File: src/rtl/scie_fir_issuer.sv
// Sequences coefficient loads and sample push/read instructions onto an SCIE accelerator port.
// Latency: 3 + RD_LATENCY cycles from sample handshake to r_valid. Backpressure: holds OUT until r_ready; inputs stall outside IDLE.
// Optional SCIE_FIR_PERF_EN adds perf_samples / perf_cycles counters.
module scie_fir_issuer #(
    parameter int          NTAPS      = 5,
    parameter int          RD_LATENCY = 1,
    parameter logic [31:0] OP_LOAD    = 32'd11,
    parameter logic [31:0] OP_PUSH    = 32'd43,
    parameter logic [31:0] OP_READ    = 32'd91,
    localparam int         IW         = (NTAPS > 1) ? $clog2(NTAPS) : 1
) (
    input  logic               clock,
    input  logic               reset,
    input  logic               coef_valid,
    output logic               coef_ready,
    input  logic [IW-1:0]      coef_idx,
    input  logic signed [31:0] coef_data,
    input  logic               s_valid,
    output logic               s_ready,
    input  logic signed [31:0] s_data,
    output logic               r_valid,
    input  logic               r_ready,
    output logic signed [31:0] r_data,
    output logic               scie_valid,
    output logic [31:0]        scie_insn,
    output logic [31:0]        scie_rs1,
    output logic [31:0]        scie_rs2,
    input  logic signed [31:0] scie_rd,
    output logic               busy
`ifdef SCIE_FIR_PERF_EN
    ,
    output logic [31:0]        perf_samples,
    output logic [31:0]        perf_cycles
`endif
);

    typedef enum logic [2:0] {
        IDLE, LOAD, PUSH, GAP, READ, WAIT, OUT
    } state_t;

    // READ itself covers the first latency cycle, so WAIT only spans the remainder.
    localparam logic [2:0] WAIT_INIT = 3'(RD_LATENCY - 1);

    state_t             state, state_nxt;
    logic [2:0]         wait_cnt;
    logic [IW-1:0]      coef_idx_q;
    logic signed [31:0] coef_data_q;
    logic signed [31:0] sample_q;
    logic signed [31:0] result_q;
    logic               capture;

    always_comb begin
        state_nxt  = state;
        capture    = 1'b0;
        coef_ready = 1'b0;
        s_ready    = 1'b0;
        scie_valid = 1'b0;
        scie_insn  = '0;
        scie_rs1   = '0;
        scie_rs2   = '0;
        case (state)
            IDLE: begin
                coef_ready = 1'b1;
                s_ready    = !coef_valid;
                if (coef_valid)   state_nxt = LOAD;
                else if (s_valid) state_nxt = PUSH;
            end
            LOAD: begin
                scie_valid = 1'b1;
                scie_insn  = OP_LOAD;
                scie_rs1   = coef_data_q;
                scie_rs2   = 32'(coef_idx_q);
                state_nxt  = IDLE;
            end
            PUSH: begin
                scie_valid = 1'b1;
                scie_insn  = OP_PUSH;
                scie_rs1   = sample_q;
                state_nxt  = GAP;
            end
            GAP: state_nxt = READ;
            READ: begin
                scie_valid = 1'b1;
                scie_insn  = OP_READ;
                if (RD_LATENCY == 1) begin
                    capture   = 1'b1;
                    state_nxt = OUT;
                end else begin
                    state_nxt = WAIT;
                end
            end
            WAIT: begin
                if (wait_cnt == 3'd1) begin
                    capture   = 1'b1;
                    state_nxt = OUT;
                end
            end
            OUT: if (r_ready) state_nxt = IDLE;
            default: state_nxt = IDLE;
        endcase
    end

    always_ff @(posedge clock) begin
        if (reset) begin
            state       <= IDLE;
            wait_cnt    <= '0;
            coef_idx_q  <= '0;
            coef_data_q <= '0;
            sample_q    <= '0;
            result_q    <= '0;
        end else begin
            state <= state_nxt;
            if (state == IDLE && coef_valid) begin
                coef_idx_q  <= coef_idx;
                coef_data_q <= coef_data;
            end
            if (state == IDLE && !coef_valid && s_valid) sample_q <= s_data;
            if (state == READ)      wait_cnt <= WAIT_INIT;
            else if (state == WAIT) wait_cnt <= wait_cnt - 3'd1;
            if (capture) result_q <= scie_rd;
        end
    end

    assign r_valid = (state == OUT);
    assign r_data  = result_q;
    assign busy    = (state != IDLE);

`ifdef SCIE_FIR_PERF_EN
    always_ff @(posedge clock) begin
        if (reset) begin
            perf_samples <= '0;
            perf_cycles  <= '0;
        end else begin
            if (r_valid && r_ready) perf_samples <= perf_samples + 32'd1;
            if (busy)               perf_cycles  <= perf_cycles + 32'd1;
        end
    end
`endif

endmodule
File: config.mk
export PLATFORM = sky130hd
export DESIGN_NAME = scie_fir_issuer
export DESIGN_NICKNAME = d
export VERILOG_FILES = /design/src/rtl/scie_fir_issuer.sv
export SDC_FILE = /design/constraint.sdc
export NUM_CORES = 1
export LEC_CHECK = 0
export ABC_AREA = 1
export BUFFER_PORTS_ARGS = -buffer_cell sky130_fd_sc_hd__buf_2
export CORE_ASPECT_RATIO = 0.6
export CORE_MARGIN = 2
export CORE_UTILIZATION = 30
export DETAILED_ROUTE_END_ITERATION = 10
export PLACE_DENSITY = 0.64
export REMOVE_ABC_BUFFERS = 1
export SLEW_MARGIN = 20
export SYNTH_ARGS = -nofsm -noshare
export SYNTH_HDL_FRONTEND = slang
export SYNTH_SLANG_ARGS = --single-unit
export TNS_END_PERCENT = 10
File: constraint.sdc
create_clock -name clock -period 2.3 [get_ports clock]
set_input_delay 0.46 -clock clock [delete_from_list [all_inputs] [get_ports clock]]
set_output_delay 0.46 -clock clock [all_outputs]
set_load 0.05 [all_outputs]
# --- Word level (Yosys, flattened, before mapping) ---
# Cells that the tools add are included.
word_totals:
  inputBits: 104
  mem_bits_ro: 0
  n_memories: 0
  wordCells: 39
  output_inout_bits: 133
  ramBits: 0
  reg_bits: 105
  latchBits: 0
classes:
  n_div: 0
  bitwise: 0
  n_addsub: 1
  shifts: 0
  eq_ne: 10
  n_lt_le_gt_ge: 0
  n_reduce_logical: 9
  multipliers: 0
  mux: 13
op_table:
  columns: ["operator", "count"]
  rows:
  - ["one-hot mux 32 bit (2 select lines)", 1]
  - ["one-hot mux 7 bit (3 select lines)", 1]
  - ["one-hot mux 3 bit (6 select lines)", 1]
  - ["two-way mux 3 bit", 5]
  - ["== test 3 bit, second input constant", 3]
  - ["== test 3 x 1 -> 1 bit, second input constant", 2]
  - ["== test 3 x 2 -> 1 bit, second input constant", 2]
  - ["two-way mux 1 bit", 4]
  - ["logical AND 1 bit", 3]
  - ["zero test 3 bit", 1]
  - ["inequality test 3 bit, second input constant", 1]
  - ["AND reduction 3 bit", 1]
  - ["nonzero test 3 bit", 1]
  - ["OR reduction 3 bit", 1]
  - ["subtractor 3 x 1 -> 3 bit, second input constant", 1]
  - ["inequality test 2 x 1 -> 1 bit, second input constant", 1]
  - ["inequality test 2 bit, second input constant", 1]
  - ["one-hot mux 1 bit (2 select lines)", 1]
  - ["OR reduction 2 bit", 1]
  - ["zero test 1 bit", 1]

# --- Logic depth before layout (Yosys ltp) ---
# Gate-level depths: netlist (run 1).
logic_depth:
  ltp_word: 3
  mapped_depth: 10
  depth_no_buf: 9

# --- Least setup slack after synthesis (run 1) ---
# Ideal clock, no wire load.
synth_path:
  path_type: "register to output"
  from: "register state[1]"
  to: "output scie_rs1[16]"
  path_stages_with_launch: 5
  path_buffers: 1
  t_required_ps: 1840
  path_slack_ps: -95
  arrival_ps: 1935
  cell_sequence: "dfxtp_1 > inv_1 > nand3_2 > clkbuf_1 > o21ai_0"
synth_via:
  elab_chain_len: 2
  elab_cells_between_ends: 3
  cone_classes: "2 x eq/ne; 1 x mux"
synth_rtl:
  columns: ["item", "line_no", "text"]
  rows:
  - ["start: declaration", "44", "state_t state, state_nxt;"]
  - ["start signal: assignment", "112", "state <= state_nxt;"]
  - ["== test 3 x 2 -> 1 bit / == test 3 x 1 -> 1 bit (equally long branches)", "61", "case (state)"]
  - ["one-hot mux 32 bit (2 select lines) *", "61", null]
  - ["end: declaration", "26", "output logic [31:0] scie_rs1,"]
# Mark *: on every way between the ends. The rest lies on a longest branch, timed or not.

# --- Worst setup path after layout (run 1) ---
layout_path:
  from: "register state[1]"
  to: "output scie_rs1[7]"
# The elaborated chain is that of the path after synthesis.

==> impl_metrics.env, run 1 <==
export IMPL_status="completed"
export IMPL_clkTransAtPathRegs_ns=0.08
export IMPL_postCtsHoldBufs=0
export IMPL_power_total_mw=5.20
export IMPL_cts_buffer_depth=2
export IMPL_hold_path_class="in2reg"
export IMPL_drive_above_1_share_pct=31.8
export IMPL_power_leakage_nw=2.79
export IMPL_io_pins=237
export IMPL_end_kind="output pin"
export IMPL_hold_violations=0
export IMPL_post_route_util_pct=38.9
export IMPL_gp_congestion=0.721
export IMPL_layout_common_cells="buf_2 (157), dfxtp_1 (105), nand2_1 (71), a21oi_1 (71), conb_1 (55)"
export IMPL_portBuffers=181
export IMPL_maxCapViolations=0
export IMPL_cp_start_kind="flop"
export IMPL_die_y_um=102
export IMPL_drt_initial_drc_count=205
export IMPL_clock_latency_ns=0.35
export IMPL_grt_pass1_vias=3835
export IMPL_netlist_cell_type_count=25
export IMPL_ys_ff_latch=105
export IMPL_diodes=0
export IMPL_detail_route_antenna_nets=0
export IMPL_max_vdd_ir_drop_uv=434
export IMPL_die_width_um=167
export IMPL_fillers=1653
export IMPL_drc=0
export IMPL_cts_root_buf="clkbuf_16"
export IMPL_rows=35
export IMPL_numCtsBuffers=9
export IMPL_rsz0062_at_grt="false"
export IMPL_ys_warn_count=0
export IMPL_syn2layout_area_growth_pct=25.4
export IMPL_fin_nets=893
export IMPL_slew_headroom_pct=53.7
export IMPL_dp_cells=977
export IMPL_clock_fmax_mhz=449
export IMPL_fin_crit_sh_pct=96.8
export IMPL_arrival_ns=1.77
export IMPL_overflow=0
export IMPL_layout_commonest_cell="buf_2"
export IMPL_grt_pass1_wl_um=20100
export IMPL_antenna_found_initial=3
export IMPL_dieArea_um2=17000
export IMPL_placed_area_um2=5600
export IMPL_post_drt_via_cell_ratio=4.35
export IMPL_finalNonFillerCells=995
export IMPL_final_area_um2=6010
export IMPL_vias=4328
export IMPL_ys_seq_area_share_pct=43.9
export IMPL_grt_total_usage_pct=14.9
export IMPL_finalMaxSlewViolations=0
export IMPL_tns_ns=0
export IMPL_grt_max_degree=72
export IMPL_setup_viol=0
export IMPL_avgSynthCellArea_um2=7.63
export IMPL_syn_inst=628
export IMPL_routedWlPerCell_um=13.1
export IMPL_postRouteWirelength_um=13000
export IMPL_crit_required_ns=1.84
export IMPL_tightest_slew_ns=0.694
export IMPL_power_density_nw_per_um2=865
export IMPL_synthesis_area_um2=4790
export IMPL_period_minus_slack_ns=2.23
export IMPL_fin_skew_ns=0.0107
export IMPL_cts_tree="done"
export IMPL_start_util_pct=31.0
export IMPL_core_um2=15500
export IMPL_dr_pass1_iters=4
export IMPL_critPathKind="reg2out"
export IMPL_critPathMaxFanout=11
export IMPL_dp_hpwl_um=9300
export IMPL_cts_sinks=105
export IMPL_htree_num_levels=3
## critical path: stages, from the launching register on
cell	delay [ns]
dfxtp_1	0.36
inv_1	0.18
nand3_4	0.19
buf_4	0.23
o21ai_1	0.16
buf_2	0.29
## synthesized netlist by cell type (all sizes together)
library cell	number	area, µm²
nor2	77	372
nand2	74	290
inv	54	205
dfxtp	105	2100
clkbuf	15	56.3
a211oi	1	7.51
a21oi	71	355
o21bai	1	7.51
conb	1	3.75
nand3	43	233
o21ai	101	517
ha	2	25.0
buf	83	616
## state kept, by name, indices dropped and copies added, names as in the netlist
register     flops
sample_q        32
r_data          32
state            3
wait_cnt         3
coef_idx_q       3
coef_data_q     32
## per-stage QoR
| step | setup WS (ns) | hold slack (ns) |
|---|---|---|
| 3_3_place_gp | 0.326 | 0.436 |
| 5_1_grt | 0.00287 | 0.323 |
| 6_report | 0.0732 | 0.336 |
| 4_1_cts | 0.0122 | 0.315 |
| 3_5_place_dp | 0.266 | 0.439 |
| 2_1_floorplan | -0.233 | 0.427 |
## layout make-up
type,count,area [µm²],area share [%]
timing repair buffer,192,1110,18.5
clock buffer,9,225,3.75
tap,203,254,4.23
inverter,54,208,3.46
clock inverter,7,81.3,1.35
sequential,105,2100,35.0
multi-input combinational,425,2030,33.7
## power by group
part	switching [mW]	internal [mW]	leakage [nW]
logic	1.16	0.370	1.78
clock network	0.743	0.867	0.153
registers	0.0711	1.99	0.858
## repair_timing
item,4_1_cts,5_1_grt
gates cloned,0,0
gates resized for setup,25,2
setup buffers,1,1
endpoints found under the setup margin,35,32
endpoints found under the hold margin,0,0
## path summary, 6_finish.rpt
path | start | slack (ns) | to | cells past startpoint
worst min register to register | coef_data_q[15] | 0.45 | coef_data_q[15] | 2
worst max register to register | state[2] | 0.46 | coef_data_q[26] | 7
worst min-delay path | scie_rd[23] | 0.34 | r_data[23] | 3
worst max-delay path | state[1] | 0.07 | scie_rs1[7] | 5
## per-layer routing
layer / global-route usage (%) / share of wire [%] / routed length (µm)
met4: 3.38 / 0.86 / 112
met3: 4.84 / 6.4 / 836
met1: 21.3 / 51 / 6620
met2: 21.9 / 41 / 5390
met5: 0 / 0.32 / 41
## logic make-up after synthesis
family	Yosys count	synth area share, %
AND/OR/NAND/NOR	194	18.7
AO/OA/AOI/OAI	174	18.5
buffers and inverters	152	18.3
flip-flops	105	43.9
adder cells (fa/ha/maj)	2	0.522
other	1	0.0783
No activity file was read; power rests on OpenSTA's default activity.
==> run 2: changes to the inputs <==
--- a/config.mk
+++ b/config.mk
@@ -5,13 +5,12 @@
 export SDC_FILE = /design/constraint.sdc
 export NUM_CORES = 1
 export LEC_CHECK = 0
-export ABC_AREA = 1
 export BUFFER_PORTS_ARGS = -buffer_cell sky130_fd_sc_hd__buf_2
 export CORE_ASPECT_RATIO = 0.6
 export CORE_MARGIN = 2
-export CORE_UTILIZATION = 30
+export CORE_UTILIZATION = 40
 export DETAILED_ROUTE_END_ITERATION = 10
-export PLACE_DENSITY = 0.64
+export PLACE_DENSITY = 0.78
 export REMOVE_ABC_BUFFERS = 1
 export SLEW_MARGIN = 20
 export SYNTH_ARGS = -nofsm -noshare
==> run 2 against run 1 <==
Sequential share of layout area shrank 2.3 points. Design area is 7.4% higher. Register-to-register slack better by 0.03 ns. Non-clock buffer count is 5 higher. Maximum frequency rose by 1.3%. Worst hold slack better by 0.020 ns. Wire length is 1.8% lower. Final cell count shrank 7.7%. Clock-buffer cell count up 1. Sequential power fell by 5%. Clock power about the same.
==> impl_metrics.env, run 2 <==
export IMPL_die_width_um=153
export IMPL_clock_fmax_mhz=455
export IMPL_htree_num_levels=3
export IMPL_yosysMostFrequentCell="dfxtp_1"
export IMPL_avgSynthCellArea_um2=9.06
export IMPL_cts_tree="done"
export IMPL_portBuffers=181
export IMPL_post_drt_via_cell_ratio=4.75
export IMPL_critPathKind="reg2out"
export IMPL_clock_latency_ns=0.34
export IMPL_cp_start_kind="flop"
export IMPL_crit_required_ns=1.84
export IMPL_fin_skew_ns=0.00720
export IMPL_routedWlPerCell_um=13.9
export IMPL_setup_viol=0
export IMPL_arrival_ns=1.74
export IMPL_maxCapViolations=0
export IMPL_hold_ws_ns=0.356
export IMPL_core_um2=12900
export IMPL_drt_initial_drc_count=183
export IMPL_combPwrFrac_pct=23.1
export IMPL_antenna_found_initial=1
export IMPL_power_total_mw=4.66
export IMPL_ys_async_sr_fraction_pct=0
export IMPL_p_switching_mw=1.49
export IMPL_seqPwrFrac_pct=42.0
export IMPL_critPathMaxFanout=33
export IMPL_synth_top_cells_by_count="dfxtp_1 (105), nand2_1 (73), nand2b_1 (66)"
export IMPL_syn_inst=589
export IMPL_start_util_pct=41.3
export IMPL_io_pins=237
export IMPL_layout_commonest_cell="buf_2"
export IMPL_cts_buffer_depth=2
export IMPL_drive_above_1_share_pct=36.5
export IMPL_rows=32
export IMPL_grt_total_usage_pct=17.7
export IMPL_cts_sinks=105
export IMPL_netlist_cell_type_count=34
export IMPL_tns_ns=0
export IMPL_dr_pass1_iters=4
export IMPL_p_clk_share_pct=34.9
export IMPL_ys_warn_count=0
export IMPL_overflow=0
export IMPL_detail_route_antenna_nets=0
export IMPL_r2r_cells=6
export IMPL_postRouteWirelength_um=12800
export IMPL_fin_nets=849
export IMPL_cts_root_buf="clkbuf_16"
export IMPL_numCtsBuffers=9
export IMPL_ys_seq_area_share_pct=39.4
export IMPL_reg2reg_from="state[1]"
export IMPL_yosys_area_top_type="dfxtp_1"
export IMPL_p_int_mw=3.16
export IMPL_power_density_nw_per_um2=722
export IMPL_endpoint="scie_rs1[24]"
export IMPL_reg2reg_slack_ns=0.49
export IMPL_finalNonFillerCells=918
export IMPL_rsz0062_at_grt="false"
export IMPL_grt_max_degree=79
export IMPL_drc=0
export IMPL_hold_violations=0
export IMPL_gp_congestion=0.739
export IMPL_clkTransAtPathRegs_ns=0.07
export IMPL_syn2layout_area_growth_pct=20.8
export IMPL_dieArea_um2=14300
export IMPL_power_leakage_nw=2.83
export IMPL_vias=4365
export IMPL_r2r_end="sample_q[26]"
export IMPL_die_y_um=93.5
export IMPL_end_kind="output pin"
export IMPL_max_vdd_ir_drop_uv=405
export IMPL_finalMaxSlewViolations=0
export IMPL_synth_area_leaders="dfxtp_1 (39%), buf_4 (8.9%), nand2b_1 (7.7%)"
export IMPL_grt_pass1_vias=4122
export IMPL_synthFlopType="dfxtp_1"
export IMPL_synthesis_area_um2=5340
export IMPL_status="completed"
export IMPL_layout_common_cells="buf_2 (180), dfxtp_1 (102), nand2_1 (73)"
export IMPL_hold_path_class="in2reg"
export IMPL_dp_cells=902
export IMPL_ys_ff_latch=105
export IMPL_swShare_pct=32.1
export IMPL_period_minus_slack_ns=2.20
export IMPL_synth_top_cell_area_share_pct=39.4
export IMPL_grt_pass1_wl_um=20600
export IMPL_fin_crit_sh_pct=95.6
export IMPL_setup_worst_path_start="state[2]"
export IMPL_synth_edf_count=0
export IMPL_dp_hpwl_um=8770
## run 2: layout make-up
cell class                      instances  area (µm²)
Sequential cell                       105        2110
Tap cell                              170         213
Multi-Input combinational cell        427        2700
Inverter                                3        11.3
Clock inverter                          5        81.3
Antenna cell                            1        2.50
Fill cell                            1289        6480
Timing Repair Buffer                  197        1100
Clock buffer                           10         229
## run 2: logic make-up (layout without fill, tap and decap cells)
kind of cell,after synthesis,in the layout,synth area share [%]
compound gates,146,146,19.8
xor+xnor,1,1,0.164
fa+ha+maj,2,2,0.469
buf+inv,111,215,14.2
flops,105,105,39.4
mux,32,32,6.00
other cells,1,56,0.0703
simple gates,191,191,19.9
## run 2: per-layer routing
metal	track usage (%)	part of all wire, %	vias up
met4	4.55	1.3	0
met2	26.3	42	148
met1	24.9	49	2021
li1	-	-	2183
met3	5.33	7.2	13
met5	0	0	-
## run 2: worst min-delay path by stage
stage,cells after the start,startpoint,end
after floorplan,2,coef_idx_q[0],coef_idx_q[0]
after global placement,2,coef_idx_q[0],coef_idx_q[0]
after detailed placement,2,wait_cnt[1],wait_cnt[1]
after CTS,3,s_data[5],sample_q[5]
after global routing,3,s_data[5],sample_q[5]
final,3,coef_data[3],coef_data_q[3]
## run 2: timing repair
item | 4_1_cts | 5_1_grt
setup buffers | 0 | 0
setup endpoints to repair | 3 | 33
hold buffers | 0 | 0
endpoints found under the hold margin | 0 | 0
resized for setup | 1 | 2
## run 2: critical path: stages (launching register included)
cell     delay [ns]
dfxtp_2        0.42
nor3b_4        0.26
buf_12         0.24
a22o_1         0.20
buf_2          0.27
## run 2: stage by stage
step	util [%]	area, µm²	setup slack [ns]
after floorplan	-	4800	-1.20
after global placement	47.4	6130	0.382
after detailed placement	47.4	6130	0.374
after CTS	49.8	6440	0.0117
after global routing	49.9	6450	0.0229
final	49.9	6450	0.101
## run 2: power by group through the flow
stage	logic, mW	registers (mW)	clock network [mW]
after floorplan	0.695	2.03	0
after global placement	1.07	2.00	0
after detailed placement	1.08	2.00	0
after CTS	1.08	1.96	1.67
after global routing	1.16	1.97	1.75
final	1.08	1.96	1.62
==> run 3: changes to the inputs <==
==> constraint.sdc (replaced) <==
create_clock -name clock -period 2.3 [get_ports clock]
set_input_delay 0.46 -clock clock [delete_from_list [all_inputs] [get_ports clock]]
set_output_delay 0.46 -clock clock [all_outputs]
set_load 0.02 [all_outputs]
==> run 3 against run 2 <==
Design area is essentially flat. Power decreased by 5.5%. Combinational power decreased by 24%. Maximum frequency is 1.6% higher. Clock power about the same. Sequential share of layout area barely moved. Worst hold slack got worse by 0.0063 ns. Core utilization about the same. Global-route usage shrank 0.21 points.
==> impl_metrics.env, run 3 (same netlist as run 2, synthesis figures left out) <==
export IMPL_status="completed"
export IMPL_critPathKind="reg2out"
export IMPL_fin_skew_ns=0.00718
export IMPL_slowest_delay_ns=0.44
export IMPL_pre_cts_ws_ns=0.287
export IMPL_dieArea_um2=14300
export IMPL_htree_num_levels=3
export IMPL_combPwrFrac_pct=18.6
export IMPL_portBuffers=181
export IMPL_gp_congestion=0.801
export IMPL_drc=0
export IMPL_p_int_mw=3.16
export IMPL_hold_ws_ns=0.350
export IMPL_whs_path_depth=3
export IMPL_maxCapViolations=0
export IMPL_drt_initial_drc_count=181
export IMPL_layout_commonest_cell="buf_2"
export IMPL_placed_area_um2=6130
export IMPL_swShare_pct=28.3
export IMPL_power_density_nw_per_um2=683
export IMPL_detail_route_antenna_nets=0
export IMPL_crit_family="buffers and inverters"
export IMPL_final_area_um2=6440
export IMPL_period_minus_slack_ns=2.16
export IMPL_clkTransAtPathRegs_ns=0.07
export IMPL_io_pins=237
export IMPL_numCtsBuffers=9
export IMPL_dp_hpwl_um=9320
export IMPL_cp_start_kind="flop"
export IMPL_dr_pass1_iters=4
export IMPL_drive_above_1_share_pct=36.7
export IMPL_rows=32
export IMPL_fillers=1225
export IMPL_critPathMaxFanout=25
export IMPL_routedWlPerCell_um=14.0
export IMPL_grt_pass1_wl_um=20200
export IMPL_p_switching_mw=1.25
export IMPL_tns_ns=0
export IMPL_end_kind="output pin"
export IMPL_cts_setup_buffers=0
export IMPL_crit_path_top_delay_cell="dfxtp_1"
export IMPL_core_um2=12900
export IMPL_layout_common_cells="buf_2 (180), dfxtp_1 (103), nand2_1 (73)"
export IMPL_post_route_util_pct=49.8
export IMPL_fin_crit_sh_pct=94.1
export IMPL_rsz0062_at_grt="false"
export IMPL_crit_buf_inv=2
export IMPL_seqPwrFrac_pct=44.7
export IMPL_r2r_cells=5
export IMPL_finalMaxSlewViolations=0
export IMPL_power_leakage_nw=2.84
export IMPL_hold_path_class="in2reg"
export IMPL_crit_required_ns=1.84
export IMPL_cts_root_buf="clkbuf_16"
export IMPL_clock_fmax_mhz=462
export IMPL_cts_tree="done"
export IMPL_max_vdd_ir_drop_uv=330
export IMPL_cp_cell_sequence="nor3b_4 -> buf_4 -> a22o_1 -> buf_2"
export IMPL_antenna_found_initial=0
export IMPL_p_clk_share_pct=36.7
export IMPL_clock_latency_ns=0.34
export IMPL_grt_total_usage_pct=17.5
export IMPL_worst_slack_ns=0.135
export IMPL_postCtsHoldBufs=0
export IMPL_die_y_um=93.5
export IMPL_grt_pass1_vias=3926
export IMPL_cts_buffer_depth=2
export IMPL_syn2layout_area_growth_pct=20.7
export IMPL_setup_viol=0
export IMPL_fin_nets=852
export IMPL_arrival_ns=1.70
export IMPL_overflow=0
export IMPL_vias=4283
export IMPL_diodes=0
export IMPL_post_drt_via_cell_ratio=4.66
export IMPL_die_width_um=153
export IMPL_postRouteWirelength_um=12800
export IMPL_grt_max_degree=74
export IMPL_start_util_pct=41.3
export IMPL_cts_sinks=105
export IMPL_crit_cells=4
export IMPL_hold_violations=0
run 3: path summary, 6_finish.rpt:
kind | startpoint | endpoint | slack [ns]
max | state[0] | scie_rs1[26] | 0.14
min | coef_data[30] | coef_data_q[30] | 0.35
max reg2reg | state[2] | sample_q[23] | 0.52
min reg2reg | coef_idx_q[2] | coef_idx_q[2] | 0.45
run 3: cell type report:
type	instances	area [µm²]	share of cell area, %
multi-input cells	427	2700	42.0
flip-flops and latches	105	2100	32.7
repair buffers	200	1100	17.1
clock buffers	9	225	3.50
well taps	170	213	3.30
clock inverters	5	81.3	1.26
inverters	3	11.3	0.175
run 3: tightest hold or removal path, cell delays in order:
cell and delay [ns]:
buf_2 0.09, nand2_1 0.04, a21oi_1 0.05
run 3: power groups by stage:
| stage | Clock (mW) | Sequential [mW] | Combinational [mW] |
|---|---|---|---|
| 6_report | 1.62 | 1.97 | 0.817 |
| 5_1_grt | 1.73 | 1.98 | 0.897 |
| 4_1_cts | 1.66 | 1.97 | 0.819 |
| 3_5_place_dp | 0 | 2.01 | 0.818 |
| 3_3_place_gp | 0 | 2.00 | 0.804 |
| 2_1_floorplan | 0 | 2.01 | 0.472 |
run 3: repair_timing:
| action | in CTS | in global routing |
|---|---|---|
| cloned | 0 | 0 |
| endpoints found under the setup margin | 30 | 39 |
| gates resized for setup | 1 | 2 |
run 3: per-layer routing:
metal / vias to the layer above / wire (µm) / global-route usage, %
met4: 0 / 55 / 3.24
met1: 1969 / 6390 / 24.6
met5: - / 0 / 0
met2: 120 / 5480 / 26.1
met3: 7 / 894 / 5.84
li1: 2187 / - / -
run 3: per-stage QoR:
step	cells	power [mW]
2_1_floorplan	535	2.48
3_3_place_gp	905	2.81
3_5_place_dp	905	2.82
4_1_cts	919	4.45
5_1_grt	919	4.61
6_report	919	4.40
